## config.mk

```make
export PLATFORM = sky130hd
export DESIGN_NAME = fetch_stage_flat
export DESIGN_NICKNAME = d
export VERILOG_FILES = /design/src/rtl/fetch_pkg.sv /design/src/rtl/fetch_if.sv /design/src/rtl/fetch_perf_ctr.sv /design/src/rtl/fetch_stage.sv /design/src/flat_wrapper.sv
export SDC_FILE = /design/constraint.sdc
export NUM_CORES = 1
export LEC_CHECK = 0
export ABC_AREA = 1
export CAP_MARGIN = 0
export CORE_MARGIN = 4
export CORE_UTILIZATION = 46
export DETAILED_ROUTE_END_ITERATION = 10
export GPL_TIMING_DRIVEN = 0
export PLACE_DENSITY = 0.8
export RECOVER_POWER = 50
export SETUP_SLACK_MARGIN = 0.2
export SLEW_MARGIN = 5
export SYNTH_ARGS = -nofsm -noshare
export SYNTH_HDL_FRONTEND = slang
export SYNTH_HIERARCHICAL = 1
export SYNTH_SLANG_ARGS = --single-unit
```

## constraint.sdc

```tcl
create_clock -name clk -period 1.7 [get_ports clk]
set_input_delay 0.34 -clock clk [delete_from_list [all_inputs] [get_ports clk]]
set_output_delay 0.34 -clock clk [all_outputs]
set_load 0.02 [all_outputs]
```

## src/rtl/fetch_pkg.sv

```systemverilog
// Shared types and constants for the instruction-fetch stage and its helpers.
package fetch_pkg;

    localparam int INST_W = 32;
    localparam logic [31:0] PC_STEP = 32'd4;
    localparam logic [INST_W-1:0] NOP_INST = 32'h0000_0000;

    typedef enum logic [1:0] {
        IDLE  = 2'd0,
        REQ   = 2'd1,
        HOLD  = 2'd2,
        DRAIN = 2'd3
    } fetch_state_e;

    // Instruction fetches are word aligned; the low address bits are dropped.
    function automatic logic [31:0] align_pc(input logic [31:0] addr);
        return addr & ~32'h0000_0003;
    endfunction

endpackage

```

## src/rtl/fetch_if.sv

```systemverilog
// Instruction-memory req/ack handshake between the fetch stage (master) and memory (slave).
interface fetch_if;
    import fetch_pkg::*;

    logic              imem_req;
    logic [31:0]       imem_addr;
    logic              imem_ack;
    logic [INST_W-1:0] imem_rdata;

    modport master (output imem_req, imem_addr, input imem_ack, imem_rdata);
    modport slave  (input imem_req, imem_addr, output imem_ack, imem_rdata);

endinterface

```

## src/rtl/fetch_perf_ctr.sv

```systemverilog
// Saturating fetch and stall event counters; only built when FETCH_PERF_CNT_EN is defined.
module fetch_perf_ctr (
    input  logic        clk,
    input  logic        rst_n,
    input  logic        fetch_inc_i,
    input  logic        stall_inc_i,
    output logic [31:0] fetch_cnt_o,
    output logic [31:0] stall_cnt_o
);

    logic [31:0] fetch_cnt_q;
    logic [31:0] stall_cnt_q;

    always_ff @(posedge clk or negedge rst_n) begin
        if (!rst_n) begin
            fetch_cnt_q <= '0;
            stall_cnt_q <= '0;
        end else begin
            if (fetch_inc_i && (fetch_cnt_q != '1)) fetch_cnt_q <= fetch_cnt_q + 32'd1;
            if (stall_inc_i && (stall_cnt_q != '1)) stall_cnt_q <= stall_cnt_q + 32'd1;
        end
    end

    assign fetch_cnt_o = fetch_cnt_q;
    assign stall_cnt_o = stall_cnt_q;

endmodule

```

## src/rtl/fetch_stage.sv

```systemverilog
// Instruction-fetch stage: owns the PC, drives the imem handshake and loads IF/ID.
// Optional perf counters are enabled with the FETCH_PERF_CNT_EN macro.
module fetch_stage
    import fetch_pkg::*;
#(
    parameter logic [31:0] RESET_PC = 32'h0000_0064
) (
    input  logic              clk,
    input  logic              rst_n,
    input  logic              stall,
    input  logic              br_taken,
    input  logic [31:0]       br_target,
    fetch_if.master           imem,
    output logic              id_valid,
    output logic [INST_W-1:0] id_inst,
    output logic [31:0]       id_pc
`ifdef FETCH_PERF_CNT_EN
    ,
    output logic [31:0]       fetch_cnt,
    output logic [31:0]       stall_cnt
`endif
);

    fetch_state_e      state_q;
    logic [31:0]       pc_q;
    logic [31:0]       drain_addr_q;
    logic [INST_W-1:0] hold_q;
    logic              req_q;
    logic              id_valid_q;
    logic [INST_W-1:0] id_inst_q;
    logic [31:0]       id_pc_q;

    logic              load_valid;
    logic [INST_W-1:0] load_inst;
    logic [31:0]       br_pc;

    // A real instruction enters IF/ID either straight from memory or from the holding register.
    assign load_valid = !br_taken && !stall &&
                        (((state_q == REQ) && imem.imem_ack) || (state_q == HOLD));
    assign load_inst  = (state_q == HOLD) ? hold_q : imem.imem_rdata;
    assign br_pc      = align_pc(br_target);

    always_ff @(posedge clk or negedge rst_n) begin
        if (!rst_n) begin
            state_q      <= IDLE;
            pc_q         <= RESET_PC;
            drain_addr_q <= '0;
            hold_q       <= NOP_INST;
            req_q        <= 1'b0;
            id_valid_q   <= 1'b0;
            id_inst_q    <= NOP_INST;
            id_pc_q      <= '0;
        end else if (br_taken) begin
            // NOTE: non-blocking assignments keep every register update in this block order-independent.
            id_valid_q <= 1'b0;
            pc_q       <= br_pc;
            req_q      <= 1'b1;
            case (state_q)
                REQ: begin
                    if (imem.imem_ack) begin
                        state_q <= REQ;
                    end else begin
                        drain_addr_q <= pc_q;
                        state_q      <= DRAIN;
                    end
                end
                DRAIN:   state_q <= DRAIN;
                default: state_q <= REQ;
            endcase
        end else if (load_valid) begin
            id_valid_q <= 1'b1;
            id_inst_q  <= load_inst;
            id_pc_q    <= pc_q;
            pc_q       <= pc_q + PC_STEP;
            state_q    <= REQ;
            req_q      <= 1'b1;
        end else begin
            case (state_q)
                IDLE: begin
                    state_q <= REQ;
                    req_q   <= 1'b1;
                end
                REQ: begin
                    if (imem.imem_ack) begin
                        hold_q  <= imem.imem_rdata;
                        state_q <= HOLD;
                        req_q   <= 1'b0;
                    end else if (!stall) begin
                        id_valid_q <= 1'b0;
                    end
                end
                HOLD: state_q <= HOLD;
                DRAIN: begin
                    // The acked word belongs to the wrong path and is dropped.
                    if (!stall) id_valid_q <= 1'b0;
                    if (imem.imem_ack) state_q <= REQ;
                end
                default: state_q <= IDLE;
            endcase
        end
    end

    assign imem.imem_req  = req_q;
    assign imem.imem_addr = (state_q == DRAIN) ? drain_addr_q : pc_q;
    assign id_valid       = id_valid_q;
    assign id_inst        = id_inst_q;
    assign id_pc          = id_pc_q;

`ifdef FETCH_PERF_CNT_EN
    fetch_perf_ctr u_perf (
        .clk         (clk),
        .rst_n       (rst_n),
        .fetch_inc_i (load_valid),
        .stall_inc_i (stall),
        .fetch_cnt_o (fetch_cnt),
        .stall_cnt_o (stall_cnt)
    );
`endif

endmodule

```

## src/flat_wrapper.sv

```systemverilog
// flat-port wrapper written by rule: the top's interface ports become plain ports
module fetch_stage_flat import fetch_pkg::*;
#(
    parameter logic [31:0] RESET_PC = 32'h0000_0064
)
  (clk, rst_n, stall, br_taken, br_target, id_valid, id_inst, id_pc, imem_imem_req, imem_imem_addr, imem_imem_ack, imem_imem_rdata);
  fetch_if imem_i ();
  input  logic clk;
  input  logic rst_n;
  input  logic stall;
  input  logic br_taken;
  input  logic [31:0] br_target;
  output logic id_valid;
  output logic [INST_W-1:0] id_inst;
  output logic [31:0] id_pc;
  output wire logic [$bits(imem_i.imem_req)-1:0] imem_imem_req;
  output wire logic [$bits(imem_i.imem_addr)-1:0] imem_imem_addr;
  input wire logic [$bits(imem_i.imem_ack)-1:0] imem_imem_ack;
  input wire logic [$bits(imem_i.imem_rdata)-1:0] imem_imem_rdata;
  assign imem_imem_req = imem_i.imem_req;
  assign imem_imem_addr = imem_i.imem_addr;
  assign imem_i.imem_ack = imem_imem_ack;
  assign imem_i.imem_rdata = imem_imem_rdata;
  fetch_stage #(.RESET_PC(RESET_PC)) u_core (.clk(clk), .rst_n(rst_n), .stall(stall), .br_taken(br_taken), .br_target(br_target), .imem(imem_i), .id_valid(id_valid), .id_inst(id_inst), .id_pc(id_pc));
endmodule
```

==> key figures <==
GRT
  – Initial antenna violation count: 3
  – Vias in the first global route: 8,044
  – Remaining global-route overflow: 0
  – First-pass GRT wire length: between 40,000 and 50,000 um
  – Global Route Usage Sum: between 20 and 30%
  – Largest net degree at the start of global routing: 88

Critical path
  – R2r setup slk: -0.37 ns
  – Cell Chain, Critical Path: buf_6 > buf_6 > inv_4 > ha_4 > buf_6 > clkinv_8 > nand2_8 > nand2_8 > buf_12 > clkinv_8 > buf_12 > clkbuf_16 > nor2_2 > a31oi_1
  – Req. time, crit path: slightly above 2 ns
  – Crit path max fanout: 5
  – Crit Path Class: flip-flop to flip-flop
  – Most used cell, CP: buf_6
  – Bufs and invs on worst path: 9
  – CP peak stage delay: 0.43 ns
  – Family with the most delay on the worst path: buffers and inverters
  – Crit path capture type: flip-flop
  – CP startpoint kind: flip-flop
  – CP arrival: around 2.4 ns
  – CP max-delay cell: dfrtp_1

Timing
  – RSZ-0062 raised after global routing: true
  – Actual slew at the worst max-slew pin: roughly 1.0 ns
  – Final setup viols: 180
  – Setup ws final: -0.366 ns
  – Total negative setup slack: -35.06 ns
  – Final Hold Fails: 0
  – Final period util: 122%
  – Slew HR: a little under a third
  – Final Max Tran Viols: 0
  – Clock skew: 0.0118 ns
  – Hold slack: 0.472 ns
  – Tmin final: approximately 2.1 ns
  – Fmax: just under 500 MHz

Synthesis
  – Seq/Total Area, Yosys: a little over half
  – Synthesized area: ~7600 um^2
  – Count of cell types in the netlist: 33
  – Number of synthesis warnings: 6
  – Synth Instances: 977
  – Syn avg cell area: 7.76 um^2
  – Post-synthesis register bit count: 158

Clock tree
  – Longest Clk Path Bufs: 2
  – CTS H-tree lvls: 4
  – Clock Sinks: between 150 and 200
  – TritonCTS clock tree: yes
  – Clk root buf: clkbuf_16
  – Clk Latency, worst-skew pair: around 0.43 ns
  – Reg clk slew, reported paths: approximately 0.07 ns
  – Inserted Clock Buffers: 17

Placement
  – Worst slack, placed: -0.565 ns
  – Placer congestion estimate: approximately 0.90
  – DP HPWL: between 15,000 and 20,000 um
  – Port Buffer Count: ~160

Power
  – P per Cell Area: ~1700 nW/um^2
  – VDD IR max: between 900 and 1000 uV
  – LEAKAGE: around 0.0057 uW
  – Overall Power: between 20,000 and 25,000 uW

Routing
  – Drt initial violations: 1,296
  – Post-route ant nets: 0
  – Vias per cell: 5.90
  – Drt drc: 0
  – Via count: between 8,000 and 9,000
  – Average routed wire per standard cell: roughly 22 um
  – DRT Wirelength: 31,400 um
  – Initial DRT Pass Iterations: 8

Final layout
  – Area grow syn2layout: 67.2%
  – Multi-input combinational cell area: ~4400 um^2
  – Most frequent cells in the layout: nand2_1 (298), dfrtp_1 (155), clkdlybuf4s50_1 (64), nor2_1 (61), inv_1 (53)
  – Fillers: 930
  – Nets@finish: between 1,000 and 1,500
  – Ant diodes: 0
  – FF/Latch Area: slightly below 4000 um^2
  – Layout cells sized above 1: around a third
  – Commonest non-fill, non-tap cell in the layout: nand2_1

Die
  – Initial core utilization: 47.4%
  – Core ar.: 16,000 um^2
  – Top-level port count: 167
  – Die extent in y: approximately 140 um
  – Row count: between 40 and 50
  – DIE AREA: about 19,000 um^2
  – Die width: 136 um

Min path
  – HP Class: flip-flop to flip-flop

Status
  – Status: complete, but fails checks
  – Failing checks: negative setup slack

Job
  – Number of max-cap violations: 0
## power breakdown
part,internal (uW),leakage [uW],switching (uW),total [uW]
Combinational,4760,0.00352,6150,10900
Sequential,5340,0.00191,1320,6660
Clock,2250,0.000283,1600,3850
## final cells by class
type	instances	area share [%]
Timing Repair inverter	1	0.128
Timing Repair Buffer	223	19.4
Inverter	64	2.27
Sequential cell	158	31.2
Tap cell	216	2.13
Clock buffer	20	3.60
Multi-Input combinational cell	707	34.7
Clock inverter	12	1.08
Buffer	53	5.54
## synthesized netlist by cell type
master / count / area share, %
inv_1: 57 / 2.8
buf_4: 9 / 0.89
inv_4: 1 / 0.083
o21ai_0: 76 / 5.0
nand2_1: 360 / 18
inv_2: 5 / 0.25
nor3_1: 1 / 0.066
nand3b_1: 3 / 0.30
nand4_1: 12 / 0.99
a31oi_1: 32 / 2.6
o21ai_1: 28 / 1.8
or2_2: 1 / 0.083
xnor2_1: 1 / 0.12
conb_1: 1 / 0.049
nor3b_1: 1 / 0.099
o211ai_1: 8 / 0.79
buf_6: 1 / 0.15
dfstp_2: 3 / 1.0
o221ai_1: 1 / 0.12
nand3_1: 51 / 3.4
dfrtp_1: 155 / 51
nand2_4: 2 / 0.30
clkbuf_1: 23 / 1.1
xor2_1: 1 / 0.12
nor2_4: 2 / 0.30
ha_1: 6 / 0.99
a21oi_2: 1 / 0.12
nor2_1: 103 / 5.1
buf_2: 20 / 1.3
nor2_2: 6 / 0.50
clkinv_2: 1 / 0.066
a21oi_1: 1 / 0.066
nand2_2: 4 / 0.33
## flip-flops by register name, indices dropped and copies added, names as in the netlist
register              cells
u_core/state_q            2
u_core/hold_q            32
u_core/pc_q              30
u_core/drain_addr_q      30
u_core/id_pc             30
u_core/imem.imem_req      1
u_core/id_valid           1
u_core/id_inst           32
## tightest hold or removal path: stages, from the launching register on
cell and delay (ns):
dfrtp_1 0.34, nand2_1 0.05, nand2_1 0.05
## path summary, 6_finish.rpt
path,startpoint,end,cells after the start
setup reg to reg,u_core/state_q[0],u_core/id_inst[16],14
hold / removal,u_core/hold_q[20],u_core/hold_q[20],2
hold reg to reg,u_core/hold_q[20],u_core/hold_q[20],2
max in group asynchronous,rst_n,u_core/id_inst[31],3
min in group asynchronous,rst_n,u_core/drain_addr_q[11],2
setup / recovery,u_core/state_q[0],u_core/id_inst[16],14
## cell families (layout without fill, tap and decap cells)
logic type	after synthesis	count (layout)	share of synthesized area (%)
AO/OA/AOI/OAI	147	147	10.6
XOR/XNOR	2	2	0.231
adder cells (fa/ha/maj)	6	6	0.990
buffers and inverters	117	373	6.72
flip-flops	158	158	52.2
other	1	4	0.0494
AND/OR/NAND/NOR	546	548	29.2
## stage by stage
step	instance area (um^2)	instances	utilization [%]
6_report	12700	1454	79.3
5_1_grt	12700	1454	79.3
4_1_cts	11700	1431	72.9
3_5_place_dp	9890	1356	61.8
3_3_place_gp	9860	1355	61.6
2_1_floorplan	8000	980	-
## per-layer routing
metal	up-vias	routed length (um)	global-route usage [%]	share of wire, %
li1	3637	-	-	-
met1	4048	10800	35.7	35
met2	654	15300	46.7	49
met3	230	3230	7.70	10
met4	6	1990	13.7	6.3
met5	-	37	0	0.12
## what timing repair did
item                                    in CTS  in global routing
endpoints found under the setup margin     252                211
cloned                                      16                 10
hold buffers                                 1                  0
gates resized for setup                    455                241
buffers inserted                            26                 13
pin swaps                                   18                 33
hold endpoints to repair                    68                  0
Note: power is estimated with default switching activity, not from simulation.
